===== config.mk =====
export PLATFORM = sky130hd
export DESIGN_NAME = sr_reg_file
export DESIGN_NICKNAME = d
export VERILOG_FILES = /design/src/rtl/sr_reg_file.sv
export SDC_FILE = /design/constraint.sdc
export NUM_CORES = 1
export LEC_CHECK = 0
export ABC_AREA = 1
export BUFFER_PORTS_ARGS = -buffer_cell sky130_fd_sc_hd__buf_2
export CORE_ASPECT_RATIO = 1.25
export CORE_MARGIN = 2
export CORE_UTILIZATION = 39
export DETAILED_ROUTE_END_ITERATION = 7
export GPL_TIMING_DRIVEN = 0
export REMOVE_ABC_BUFFERS = 1
export SLEW_MARGIN = 10
export SYNTH_ARGS = -nofsm -noshare
export SYNTH_HDL_FRONTEND = slang
export SYNTH_SLANG_ARGS = --single-unit

===== constraint.sdc =====
create_clock -name clk -period 2.5 [get_ports clk]
set_input_delay 0.25 -clock clk [delete_from_list [all_inputs] [get_ports clk]]
set_output_delay 0.25 -clock clk [all_outputs]
set_load 0.01 [all_outputs]

===== src/rtl/sr_reg_file.sv =====
// Register file with hold/load/bit-set/bit-clear writes, one write port and two registered read ports.
// Define SR_REG_BYPASS_EN to make a read of the register being written return the post-write value.
module sr_reg_file #(
  parameter int WIDTH    = 16,
  parameter int NUM_REGS = 8,
  parameter int AW       = 3,
  parameter int ZERO_REG = 1
) (
  input  logic             clk,
  input  logic             resetn,
  input  logic [1:0]       wr_op,
  input  logic [AW-1:0]    wr_addr,
  input  logic [WIDTH-1:0] wr_data,
  input  logic [AW-1:0]    rd_addr_a,
  input  logic [AW-1:0]    rd_addr_b,
  output logic [WIDTH-1:0] rd_data_a,
  output logic [WIDTH-1:0] rd_data_b,
  output logic             wr_reject,
  output logic             err_sticky
);

  localparam logic [1:0] OP_HOLD  = 2'b00;
  localparam logic [1:0] OP_LOAD  = 2'b01;
  localparam logic [1:0] OP_SET   = 2'b10;
  localparam logic [1:0] OP_CLEAR = 2'b11;

  logic [WIDTH-1:0] regs [NUM_REGS];
  logic [WIDTH-1:0] cur_val;
  logic [WIDTH-1:0] new_val;
  logic [WIDTH-1:0] rd_next_a;
  logic [WIDTH-1:0] rd_next_b;
  logic             wr_active;
  logic             wr_rejected;
  logic             wr_accept;

  assign wr_active   = (wr_op != OP_HOLD);
  // Register 0 is never written when protected, so it keeps its reset value of zero.
  assign wr_rejected = (ZERO_REG != 0) && wr_active && (wr_addr == '0);
  assign wr_accept   = wr_active && !wr_rejected;

  always_comb begin
    cur_val = regs[wr_addr];
    new_val = cur_val;
    case (wr_op)
      OP_LOAD:  new_val = wr_data;
      OP_SET:   new_val = cur_val | wr_data;
      OP_CLEAR: new_val = cur_val & ~wr_data;
      default:  new_val = cur_val;
    endcase
  end

  always_comb begin
    rd_next_a = regs[rd_addr_a];
    rd_next_b = regs[rd_addr_b];
`ifdef SR_REG_BYPASS_EN
    // Write-first: forward the value this edge is about to store.
    if (wr_accept && (rd_addr_a == wr_addr)) rd_next_a = new_val;
    if (wr_accept && (rd_addr_b == wr_addr)) rd_next_b = new_val;
`endif
  end

  always_ff @(posedge clk) begin
    if (!resetn) begin
      for (int i = 0; i < NUM_REGS; i++) regs[i] <= '0;
      rd_data_a  <= '0;
      rd_data_b  <= '0;
      wr_reject  <= 1'b0;
      err_sticky <= 1'b0;
    end else begin
      if (wr_accept) regs[wr_addr] <= new_val;
      rd_data_a  <= rd_next_a;
      rd_data_b  <= rd_next_b;
      wr_reject  <= wr_rejected;
      err_sticky <= err_sticky | wr_rejected;
    end
  end

endmodule


[Word level (Yosys, flattened, before mapping)]
Memory sizes are Yosys's and may differ from the RTL's. A register that Yosys moved wholly into a read port is not among the register bits.
Index checks and enable logic that the tools add are counted.
Word-level totals
  register bits after elaboration: 2
  memory bits (writable): 128
  input bits: 29
  output and inout port bits: 34
  word-level logic and storage cells: 26
  memories: 1
Memory list
  regs: words 8, width 16, read ports 3, clocked after memory_dff 2, write ports 8, RTL line 27  | logic [WIDTH-1:0] regs [NUM_REGS];
Cells by class
  equal/unequal tests: 3
  multiplexer cells: 8
  bitwise gates (word level): 4
  reductions and logical operators: 8
Operator list (count)
  $pmux 16 s3: 1
  $and 16x16->16: 1
  $mux 16: 1
  $not 16->16: 1
  $or 16x16->16: 1
  $reduce_or 16->1: 1
  $mux 1: 5
  $eq 2x2->1 const B: 2
  $logic_not 1->1: 3
  $logic_not 3->1: 1
  $mux 3: 1
  $eq 2x1->1 const B: 1
  $logic_and 1x1->1: 2
  $reduce_bool 2->1: 1
  $or 1x1->1: 1

[Logic depth before layout (Yosys ltp)]
Gate-level depths: netlist of the first run.
  word-level depth: 9
  gate-level depth with buffers: 8
  depth with buffers taken out: 6

[Least setup slack after synthesis of the first run]
Ideal clock, no wire load.
  path type: input -> register
  from: input wr_addr[0]
  to: memory regs[2][0], enable pin
  setup time: 372 ps
  arrival: 1427 ps
  required time: 2128 ps
  setup slack: 701 ps
  stages on the path: 8
  path buffers: 2
  cells stage by stage: inv_2 > buf_4 > nand2_2 > nand3_4 > nor2_8 > nand2_2 > buf_6 > nand2_1
RTL lines
  start: declaration: RTL line 12  | input logic [AW-1:0] wr_addr,
  end: declaration: RTL line 27

==> results_tabular.tex, run 1 <==
\begin{tabular}{lr}
\hline
Metric & Value \\
\hline
\multicolumn{2}{l}{\textbf{Timing}} \\
Hold violation total from the final report & 0 \\
Count of final setup violators & 0 \\
Portion of the clock cycle consumed by the worst path in the final layout & 0.966 \\
F\_max & 414 MHz \\
Max-slew headroom & 0.123 \\
Worst Slack Setup Final & 0.0839 ns \\
Largest clock skew in the final design & 0.0103 ns \\
RSZ-0062 raised after global routing & no \\
Crit path time final & 2.42 ns \\
Max Transition Viols Final & 0 \\
Transition time at the pin with the least slew margin & 1.31 ns \\
\multicolumn{2}{l}{\textbf{Routing}} \\
DRC violations left & 0 \\
Count of nets left with antenna violations after detail routing & 0 \\
Vias & 8717 \\
Total Routed Length & 31200 µm \\
Mean routed wirelength per cell & 20.8 µm \\
Initial drt markers & 1141 \\
Vias per std cell & 5.80 \\
First-pass DRT Iterations & 6 \\
\multicolumn{2}{l}{\textbf{Setup path}} \\
Reg-to-reg slack, setup & 1.05 ns \\
Cell depth of the worst flop-to-flop path & 6 \\
Worst reg2reg path startpoint & regs[7][4] \\
Buffers and inverters on the worst path & 4 \\
Critical path class & primary input to register \\
Most used cell along the critical path & sky130\_fd\_sc\_hd\_\_nand2\_4 \\
Cell family with the largest share of critical-path delay & simple AND/OR/NAND/NOR gates \\
Cell type of the slowest stage on the worst timing path & sky130\_fd\_sc\_hd\_\_nand2\_4 \\
Delay of the slowest cell on the worst path & 0.44 ns \\
Capturing element type of the critical path & register \\
Req. time, crit path & 2.58 ns \\
End of the worst register-to-register path & regs[5][4] \\
CP max FO & 55 \\
CP arrival & 2.49 ns \\
Cell chain of the critical path & buf\_4, buf\_12, inv\_4, buf\_16, nand2\_2, nand3\_4, nor2\_8, nand2\_4, nand2\_4 \\
Kind of start point of the critical path & primary input \\
\multicolumn{2}{l}{\textbf{GRT}} \\
Global-route wire length before repair & 46100 µm \\
GRT Overall Usage & 0.248 \\
Grt total ovfl & 0 \\
Pin count of the biggest net entering global routing & 82 \\
Number of global-route vias before repair & 8098 \\
Antenna violations before repair & 0 \\
\multicolumn{2}{l}{\textbf{CTS}} \\
Post-CTS setup repair buffer count & 0 \\
Buffer type at the clock tree root & sky130\_fd\_sc\_hd\_\_clkbuf\_16 \\
Maximum buffer depth of the clock tree & 2 \\
Worst-path clk slew & 0.07 ns \\
Deepest level of the CTS H-tree & 4 \\
CTS tree & built \\
Total CTS buffers & 17 \\
Sink Count & 162 \\
Clk Latency, worst-skew pair & 0.43 ns \\
\multicolumn{2}{l}{\textbf{Final layout}} \\
Final net count & 1226 \\
Final design area excluding fillers & 10400 µm² \\
Area overhead of the layout relative to synthesis & 12.0\% \\
Proportion of layout cells with a drive suffix above 1 & 0.125 \\
Number of diodes added for antenna fixing & 0 \\
Most frequent cells in the layout & sky130\_fd\_sc\_hd\_\_a21oi\_1 (293), sky130\_fd\_sc\_hd\_\_nand2\_1 (242), sky130\_fd\_sc\_hd\_\_inv\_1 (130), sky130\_fd\_sc\_hd\_\_edfxtp\_1 (128), sky130\_fd\_sc\_hd\_\_o21ai\_0 (104) \\
Utilization of the core after routing & 0.442 \\
Non-Filler Instances & 1502 \\
Most frequent standard cell in the layout excluding fill and tap cells & sky130\_fd\_sc\_hd\_\_a21oi\_1 \\
\multicolumn{2}{l}{\textbf{Place}} \\
Routability congestion estimate from global placement & 0.774 \\
IO buf count & 62 \\
Dpl ws & -1.04 ns \\
Cells after DPL & 1470 \\
HPWL after DPL & 16200 µm \\
Placed Area & 9760 µm² \\
\multicolumn{2}{l}{\textbf{Status}} \\
Result of the run & finished, final reports clean \\
\multicolumn{2}{l}{\textbf{Run}} \\
Max cap viols & 0 \\
\multicolumn{2}{l}{\textbf{Synth}} \\
Sequential share of the synthesized area & 0.485 \\
Cell area after synthesis & 9330 µm² \\
Number of synthesized register bits & 162 \\
Number of warnings issued by yosys & 0 \\
Gate count after technology mapping & 1179 \\
Netlist cell types & 25 \\
Synthesized area per cell & 7.91 µm² \\
\multicolumn{2}{l}{\textbf{Floorplanning}} \\
Count of boundary I/O pins & 63 \\
Die Wd & 142 µm \\
Die Outline Area & 25200 µm² \\
Vertical die dimension & 177 µm \\
Total core area & 23600 µm² \\
Standard-cell rows & 63 \\
Starting density of the core & 0.394 \\
\multicolumn{2}{l}{\textbf{Power and ir drop}} \\
Worst voltage drop across the vdd grid & 0.492 mV \\
Leak Pwr & 4.46 nW \\
Cell area power density & 662 nW/µm² \\
\multicolumn{2}{l}{\textbf{Hold path}} \\
Hold worst-path end & regs[4][10] \\
Hold Path Cell Cnt & 3 \\
Type of the most critical hold path & primary input to register \\
Launch point of the worst hold path & wr\_data[10] \\
\hline
\end{tabular}
[how the worst max path moves through the flow]
stage	slack, ns	from	cells past startpoint	to
global route	0.03	wr_addr[0]	9	regs[5][14]
CTS	-0.0006	wr_addr[0]	9	regs[2][8]
detailed placement	-1.04	wr_addr[0]	9	regs[2][14]
global placement	-2.53	wr_addr[0]	7	regs[2][14]
floorplan	0.34	wr_addr[0]	6	regs[2][0]
finish	0.08	wr_addr[0]	9	regs[4][14]
[cell type report]
class                      count  area, µm²
clock buffer                  23        479
clock inverter                 9        126
sequential                   162       4520
timing repair buffer          66        405
fill                        2358      13200
tap                          292        365
inverter                     138        520
multi-input combinational    812       4020
[registers in the layout, indices dropped and copies added, names as in the netlist]
name / flops
rd_data_b: 16
wr_reject: 1
regs: 128
rd_data_a: 16
err_sticky: 1
[tightest hold or removal path, cell delays in order]
cell,delay (ns)
sky130_fd_sc_hd__buf_2,0.09
sky130_fd_sc_hd__nand2_1,0.15
sky130_fd_sc_hd__a21oi_1,0.17
[report_power, final]
| part | switching, W | internal (W) | total [W] |
|---|---|---|---|
| Combinational | 0.000774 | 0.000278 | 0.00105 |
| Sequential | 0.0000538 | 0.00307 | 0.00312 |
| Clock | 0.00108 | 0.00166 | 0.00274 |
[cells by family (layout without fill, tap and decap cells)]
family	after synthesis	after routing	share of synthesized area
xor+xnor	1	1	0.00174
buf+inv	220	236	0.0978
flops	162	162	0.485
compound gates	433	433	0.243
other cells	1	16	0.000402
simple gates	362	362	0.172
[Yosys cell counts]
cell type                    n  area (µm²)
sky130_fd_sc_hd__nand2_1   249         935
sky130_fd_sc_hd__a21oi_2    11        96.3
sky130_fd_sc_hd__nand3_1    97         485
sky130_fd_sc_hd__inv_1     134         503
sky130_fd_sc_hd__nor2_8      2        40.0
sky130_fd_sc_hd__dfxtp_1    34         681
sky130_fd_sc_hd__o21ai_0   104         521
sky130_fd_sc_hd__nor2_4      3        33.8
sky130_fd_sc_hd__clkbuf_1   45         169
sky130_fd_sc_hd__nor2_1      1        3.75
sky130_fd_sc_hd__xor2_2      1        16.3
sky130_fd_sc_hd__edfxtp_1  128        3840
sky130_fd_sc_hd__a21oi_1   293        1470
sky130_fd_sc_hd__nand2_2     2        12.5
sky130_fd_sc_hd__or2_1       1        6.26
sky130_fd_sc_hd__buf_2      21         105
sky130_fd_sc_hd__inv_2       4        15.0
sky130_fd_sc_hd__o21ai_1     9        45.0
sky130_fd_sc_hd__buf_4       4        30.0
sky130_fd_sc_hd__nand3_4     1        17.5
sky130_fd_sc_hd__conb_1      1        3.75
sky130_fd_sc_hd__buf_6       6        67.6
sky130_fd_sc_hd__nand2_4     6        67.6
sky130_fd_sc_hd__o21ai_2    16         140
sky130_fd_sc_hd__buf_1       6        22.5
[stage by stage]
stage,power [W],TNS [ns],hold slack (ns)
floorplan,0.00375,0,0.359
global placement,0.00417,-459.58,0.437
detailed placement,0.00420,-98.66,0.444
CTS,0.00691,-0.000562,0.336
global route,0.00713,0,0.375
finish,0.00691,0,0.343
[routing by layer]
layer / share of wire / track usage
met3: 0.10 / 0.0457
met1: 0.38 / 0.311
met4: 0.029 / 0.0982
met5: 0 / 0
met2: 0.48 / 0.424
[what timing repair did]
item / in CTS / in global routing
gates resized for setup: 14 / 3
hold endpoints to repair: 0 / 0
hold buffers: 0 / 0
endpoints found under the setup margin: 112 / 48
Note: power is estimated with default switching activity, not from simulation.
==> inputs of run 2 (changes only) <==
- ABC_CLOCK_PERIOD_IN_PS: unset -> 2500
- REMOVE_ABC_BUFFERS: 1 -> unset
- SETUP_SLACK_MARGIN: unset -> 0.4
==> run 2 against run 1 <==
Global-route usage rose by 1.7 points. Register-to-register slack got worse by 0.17 ns. Sequential power about the same. Highest routed layer unchanged. Via count is 0.57% higher. Core utilization is 0.63 points higher. Clock skew grew 0.0044 ns. Combinational power is essentially flat. Critical endpoint is now regs[1][1].
==> results_tabular.tex, run 2 (synthesis results as in run 1) <==
\begin{tabular}{lr}
\hline
Metric & Value \\
\hline
\multicolumn{2}{l}{\textbf{Status}} \\
Result of the run & finished, final reports clean \\
\multicolumn{2}{l}{\textbf{Setup path}} \\
CP arrival & 1.98 ns \\
Kind of start point of the critical path & primary input \\
End of the worst register-to-register path & regs[5][9] \\
CP max FO & 16 \\
Worst reg2reg path startpoint & regs[3][9] \\
Critical path class & primary input to register \\
Capturing element type of the critical path & register \\
Reg-to-reg slack, setup & 0.88 ns \\
Req. time, crit path & 2.57 ns \\
Cell depth of the worst flop-to-flop path & 6 \\
\multicolumn{2}{l}{\textbf{Power and ir drop}} \\
Worst voltage drop across the vdd grid & 0.373 mV \\
Switching portion of total power & 0.302 \\
Psw & 0.00205 W \\
Sequential share of power & 0.462 \\
Leak Pwr & 4.53 nW \\
Part of the power in the clock network & 0.378 \\
Comb pwr share & 0.159 \\
Total power of the final layout & 0.00679 W \\
Cell area power density & 641 nW/µm² \\
Internal cell power & 0.00474 W \\
\multicolumn{2}{l}{\textbf{Final layout}} \\
Area overhead of the layout relative to synthesis & 13.6\% \\
Biggest regs & regs x128, rd\_data\_a x16, rd\_data\_b x16 \\
Most frequent cells in the layout & sky130\_fd\_sc\_hd\_\_a21oi\_1 (293), sky130\_fd\_sc\_hd\_\_nand2\_1 (249), sky130\_fd\_sc\_hd\_\_inv\_1 (134), sky130\_fd\_sc\_hd\_\_edfxtp\_1 (128), sky130\_fd\_sc\_hd\_\_o21ai\_0 (104) \\
Layout fillers & 2433 \\
Final net count & 1299 \\
Register ranked first by flip-flop count & regs \\
Number of diodes added for antenna fixing & 0 \\
Proportion of layout cells with a drive suffix above 1 & 0.127 \\
Number of flip-flops in the largest register & 128 \\
Most frequent standard cell in the layout excluding fill and tap cells & sky130\_fd\_sc\_hd\_\_a21oi\_1 \\
\multicolumn{2}{l}{\textbf{Routing}} \\
Initial drt markers & 841 \\
Total Routed Length & 33100 µm \\
First-pass DRT Iterations & 5 \\
Mean routed wirelength per cell & 21.0 µm \\
Vias per std cell & 5.57 \\
Vias & 8767 \\
Count of nets left with antenna violations after detail routing & 0 \\
DRC violations left & 0 \\
\multicolumn{2}{l}{\textbf{Timing}} \\
Hold violation total from the final report & 0 \\
Count of final setup violators & 0 \\
Setup TNS & 0 ns \\
Crit path time final & 1.91 ns \\
Max-slew headroom & 0.471 \\
Portion of the clock cycle consumed by the worst path in the final layout & 0.763 \\
Worst slack on hold paths & 0.179 ns \\
F\_max & 524 MHz \\
RSZ-0062 raised after global routing & no \\
Max Transition Viols Final & 0 \\
Worst Slack Setup Final & 0.593 ns \\
Largest clock skew in the final design & 0.0147 ns \\
Transition time at the pin with the least slew margin & 0.792 ns \\
\multicolumn{2}{l}{\textbf{CTS}} \\
Sink Count & 162 \\
Worst-path clk slew & 0.07 ns \\
Clk Latency, worst-skew pair & 0.45 ns \\
Post-CTS setup repair buffer count & 0 \\
Buffer type at the clock tree root & sky130\_fd\_sc\_hd\_\_clkbuf\_16 \\
Maximum buffer depth of the clock tree & 2 \\
Total CTS buffers & 17 \\
CTS tree & built \\
Number of gates given a new drive strength after cts & 0 \\
Deepest level of the CTS H-tree & 4 \\
Number of buffers inserted by hold repair at cts & 0 \\
\multicolumn{2}{l}{\textbf{GRT}} \\
Antenna violations before repair & 0 \\
Global-route wire length before repair & 48700 µm \\
GRT Overall Usage & 0.265 \\
Pin count of the biggest net entering global routing & 19 \\
Grt total ovfl & 0 \\
Number of global-route vias before repair & 8198 \\
\multicolumn{2}{l}{\textbf{Place}} \\
IO buf count & 57 \\
HPWL after DPL & 26400 µm \\
Dpl ws & 0.0838 ns \\
Routability congestion estimate from global placement & 0.987 \\
\multicolumn{2}{l}{\textbf{Floorplanning}} \\
Starting density of the core & 0.394 \\
Total core area & 23600 µm² \\
Standard-cell rows & 63 \\
Die Wd & 142 µm \\
Count of boundary I/O pins & 63 \\
Vertical die dimension & 177 µm \\
Die Outline Area & 25200 µm² \\
\multicolumn{2}{l}{\textbf{Hold path}} \\
Launch point of the worst hold path & rd\_addr\_b[2] \\
Hold Path Cell Cnt & 4 \\
Hold worst-path end & rd\_data\_b[0] \\
Type of the most critical hold path & primary input to register \\
\multicolumn{2}{l}{\textbf{Run}} \\
Max cap viols & 0 \\
\hline
\end{tabular}
==> run 2: critical path, stage by stage <==
cell                      delay [ns]
sky130_fd_sc_hd__buf_2          0.15
sky130_fd_sc_hd__nor2_4         0.32
sky130_fd_sc_hd__buf_2          0.36
sky130_fd_sc_hd__nand2_4        0.13
sky130_fd_sc_hd__buf_6          0.17
sky130_fd_sc_hd__nand2_1        0.58
==> run 2: cell type report <==
type,count,area (µm²),share of cell area
Tap cell,292,365,0.0345
Clock inverter,13,130,0.0123
Sequential cell,162,4520,0.427
Inverter,138,518,0.0489
Multi-Input combinational cell,812,3950,0.373
Buffer,82,394,0.0372
Timing Repair Buffer,57,285,0.0269
Clock buffer,18,429,0.0405
==> run 2: worst max path at each step <==
stage / startpoint / end / slack, ns / cells after the start
after floorplan: wr_addr[0] / regs[2][0] / 0.70 / 8
after global placement: wr_addr[2] / regs[6][2] / 0.11 / 8
after detailed placement: wr_addr[2] / regs[6][3] / 0.08 / 8
after CTS: wr_addr[2] / regs[6][2] / 0.55 / 8
after global routing: wr_addr[2] / regs[6][4] / 0.45 / 8
final: wr_addr[2] / regs[1][1] / 0.59 / 6
==> run 2: power groups by stage <==
stage / combinational (W) / sequential [W] / clock [W]
finish: 0.00108 / 0.00314 / 0.00257
global route: 0.00118 / 0.00315 / 0.00269
CTS: 0.00105 / 0.00314 / 0.00258
detailed placement: 0.00105 / 0.00319 / 0
global placement: 0.00104 / 0.00319 / 0
floorplan: 0.000662 / 0.00319 / 0
==> run 2: metal layers <==
| layer | vias to the layer above | wire length [µm] | track usage |
|---|---|---|---|
| met5 | - | 0 | 0 |
| li1 | 4183 | - | - |
| met1 | 4040 | 14100 | 0.355 |
| met4 | 0 | 1090 | 0.109 |
| met3 | 93 | 2610 | 0.0457 |
| met2 | 451 | 15200 | 0.426 |
==> run 2: per-stage QoR <==
stage / utilization / area, µm² / instances
finish: 0.448 / 10600 / 1574
global route: 0.448 / 10600 / 1574
CTS: 0.448 / 10600 / 1574
detailed placement: 0.424 / 10000 / 1543
global placement: 0.424 / 10000 / 1543
floorplan: - / 9380 / 1194
==> inputs of run 3 (changes only) <==
- ABC_CLOCK_PERIOD_IN_PS: 2500 -> 1600
- clock period: 2.5 -> 1.6 ns (I/O delays scaled with it)
==> run 3 against run 2 <==
First-iteration DRC count rose by 27%. Global-route usage rose by 1.9 points. Clock skew fell by 0.0033 ns.
==> results_tabular.tex, run 3 (synthesis results as in run 1) <==
\begin{tabular}{lr}
\hline
Metric & Value \\
\hline
\multicolumn{2}{l}{\textbf{Floorplanning}} \\
Die Outline Area & 25200 µm² \\
Count of boundary I/O pins & 63 \\
Total core area & 23600 µm² \\
Standard-cell rows & 63 \\
Starting density of the core & 0.394 \\
Vertical die dimension & 177 µm \\
Die Wd & 142 µm \\
\multicolumn{2}{l}{\textbf{Final layout}} \\
Register ranked first by flip-flop count & regs \\
Multi-input gate area & 5140 µm² \\
Utilization of the core after routing & 0.546 \\
Most frequent standard cell in the layout excluding fill and tap cells & sky130\_fd\_sc\_hd\_\_nand2\_1 \\
Final net count & 1424 \\
Number of diodes added for antenna fixing & 0 \\
Area overhead of the layout relative to synthesis & 38.3\% \\
Proportion of layout cells with a drive suffix above 1 & 0.398 \\
Total area of sequential cells & 4520 µm² \\
Number of flip-flops in the largest register & 128 \\
Biggest regs & regs x128, rd\_data\_a x16, rd\_data\_b x16 \\
Layout fillers & 2164 \\
Final design area excluding fillers & 12900 µm² \\
Most frequent cells in the layout & sky130\_fd\_sc\_hd\_\_nand2\_1 (200), sky130\_fd\_sc\_hd\_\_a21oi\_1 (178), sky130\_fd\_sc\_hd\_\_edfxtp\_1 (128), sky130\_fd\_sc\_hd\_\_a21oi\_2 (118), sky130\_fd\_sc\_hd\_\_buf\_4 (103) \\
\multicolumn{2}{l}{\textbf{Setup path}} \\
Cell depth of the worst flop-to-flop path & 6 \\
Worst reg2reg path startpoint & regs[1][0] \\
CP max FO & 7 \\
Kind of start point of the critical path & register \\
Capturing element type of the critical path & register \\
Req. time, crit path & 1.79 ns \\
CP arrival & 1.61 ns \\
Reg-to-reg slack, setup & 0.18 ns \\
Critical path class & register to register \\
End of the worst register-to-register path & regs[5][0] \\
\multicolumn{2}{l}{\textbf{Timing}} \\
Count of final setup violators & 0 \\
Hold violation total from the final report & 0 \\
Crit path time final & 1.42 ns \\
Setup TNS & 0 ns \\
Largest clock skew in the final design & 0.0115 ns \\
F\_max & 702 MHz \\
Transition time at the pin with the least slew margin & 0.872 ns \\
Worst Slack Setup Final & 0.176 ns \\
Max Transition Viols Final & 0 \\
Max-slew headroom & 0.418 \\
Portion of the clock cycle consumed by the worst path in the final layout & 0.890 \\
RSZ-0062 raised after global routing & yes \\
Worst slack on hold paths & 0.111 ns \\
\multicolumn{2}{l}{\textbf{Place}} \\
Routability congestion estimate from global placement & 0.984 \\
IO buf count & 57 \\
Placed Area & 10300 µm² \\
Dpl ws & -0.439 ns \\
HPWL after DPL & 26200 µm \\
\multicolumn{2}{l}{\textbf{GRT}} \\
Pin count of the biggest net entering global routing & 19 \\
GRT Overall Usage & 0.284 \\
Grt total ovfl & 0 \\
Antenna violations before repair & 0 \\
Number of global-route vias before repair & 8817 \\
Global-route wire length before repair & 52300 µm \\
\multicolumn{2}{l}{\textbf{Hold path}} \\
Hold worst-path end & rd\_data\_b[15] \\
Hold Path Cell Cnt & 4 \\
Type of the most critical hold path & primary input to register \\
Launch point of the worst hold path & rd\_addr\_b[2] \\
\multicolumn{2}{l}{\textbf{Routing}} \\
Initial drt markers & 1070 \\
Vias per std cell & 5.60 \\
DRC violations left & 0 \\
Mean routed wirelength per cell & 21.4 µm \\
First-pass DRT Iterations & 7 \\
Count of nets left with antenna violations after detail routing & 0 \\
Total Routed Length & 36400 µm \\
Vias & 9520 \\
\multicolumn{2}{l}{\textbf{Power and ir drop}} \\
Cell area power density & 889 nW/µm² \\
Leak Pwr & 5.22 nW \\
Worst voltage drop across the vdd grid & 0.618 mV \\
\multicolumn{2}{l}{\textbf{Status}} \\
Result of the run & finished, final reports clean \\
\multicolumn{2}{l}{\textbf{CTS}} \\
Maximum buffer depth of the clock tree & 2 \\
Deepest level of the CTS H-tree & 4 \\
Buffer type at the clock tree root & sky130\_fd\_sc\_hd\_\_clkbuf\_16 \\
Sink Count & 162 \\
Worst-path clk slew & 0.07 ns \\
Total CTS buffers & 17 \\
Clk Latency, worst-skew pair & 0.45 ns \\
CTS tree & built \\
\multicolumn{2}{l}{\textbf{Run}} \\
Max cap viols & 0 \\
\hline
\end{tabular}
run 3: cell count changes in the layout (fill, tap and decap cells not counted), sizes merged:
cell      change
buf         +117
clkbuf        +1
clkinvlp      -4
inv           +5
nand2         +7
run 3: final cells by class:
type | instances | share of cell area
buffer | 82 | 0.0373
clock buffer | 18 | 0.0333
clock inverter | 14 | 0.0112
inverter | 138 | 0.0411
multi-input combinational | 819 | 0.398
sequential | 162 | 0.351
tap | 292 | 0.0283
timing repair buffer | 175 | 0.100
run 3: worst max-delay path by stage:
stage	from	to	slack, ns	depth (start not counted)
3_5_place_dp	wr_addr[0]	regs[1][9]	-0.44	8
5_1_grt	regs[5][14]	regs[6][14]	0.14	6
2_1_floorplan	wr_addr[0]	regs[1][0]	0.26	8
3_3_place_gp	wr_addr[0]	regs[1][9]	-0.43	8
4_1_cts	regs[1][1]	regs[6][1]	0.21	6
6_report	regs[1][0]	regs[5][0]	0.18	6
run 3: report_power, final:
group / switching (W) / leakage, nW / internal (W) / total (W)
clock network: 0.00192 / 0.283 / 0.00220 / 0.00412
registers: 0.000108 / 1.60 / 0.00479 / 0.00490
logic: 0.00162 / 3.34 / 0.000830 / 0.00245
total: 0.00365 / 5.22 / 0.00782 / 0.0115
run 3: what timing repair did:
item | CTS | global route
pin swaps | 50 | 51
hold buffers | 0 | 0
gates resized for setup | 171 | 164
gates cloned | 6 | 1
endpoints found under the setup margin | 224 | 245
buffers inserted | 75 | 43
hold endpoints to repair | 0 | 0
run 3: stage by stage:
stage | power, W | std cells
final | 0.0115 | 1700
after global routing | 0.0118 | 1700
after CTS | 0.0111 | 1656
after detailed placement | 0.00672 | 1543
after global placement | 0.00671 | 1543
after floorplan | 0.00610 | 1194
run 3: critical path, cell delays in order, from the launching register on:
cell and delay (ns):
sky130_fd_sc_hd__edfxtp_1 0.41, sky130_fd_sc_hd__inv_2 0.08, sky130_fd_sc_hd__nand2_1 0.06, sky130_fd_sc_hd__nand3_2 0.12
sky130_fd_sc_hd__nand2_2 0.08, sky130_fd_sc_hd__o21ai_4 0.31, sky130_fd_sc_hd__a21oi_1 0.10
run 3: routing by layer:
metal | track usage | routed length (µm)
met1 | 0.366 | 14600
met5 | 0 | 0
met2 | 0.459 | 16800
met4 | 0.154 | 2040
met3 | 0.0465 | 2910
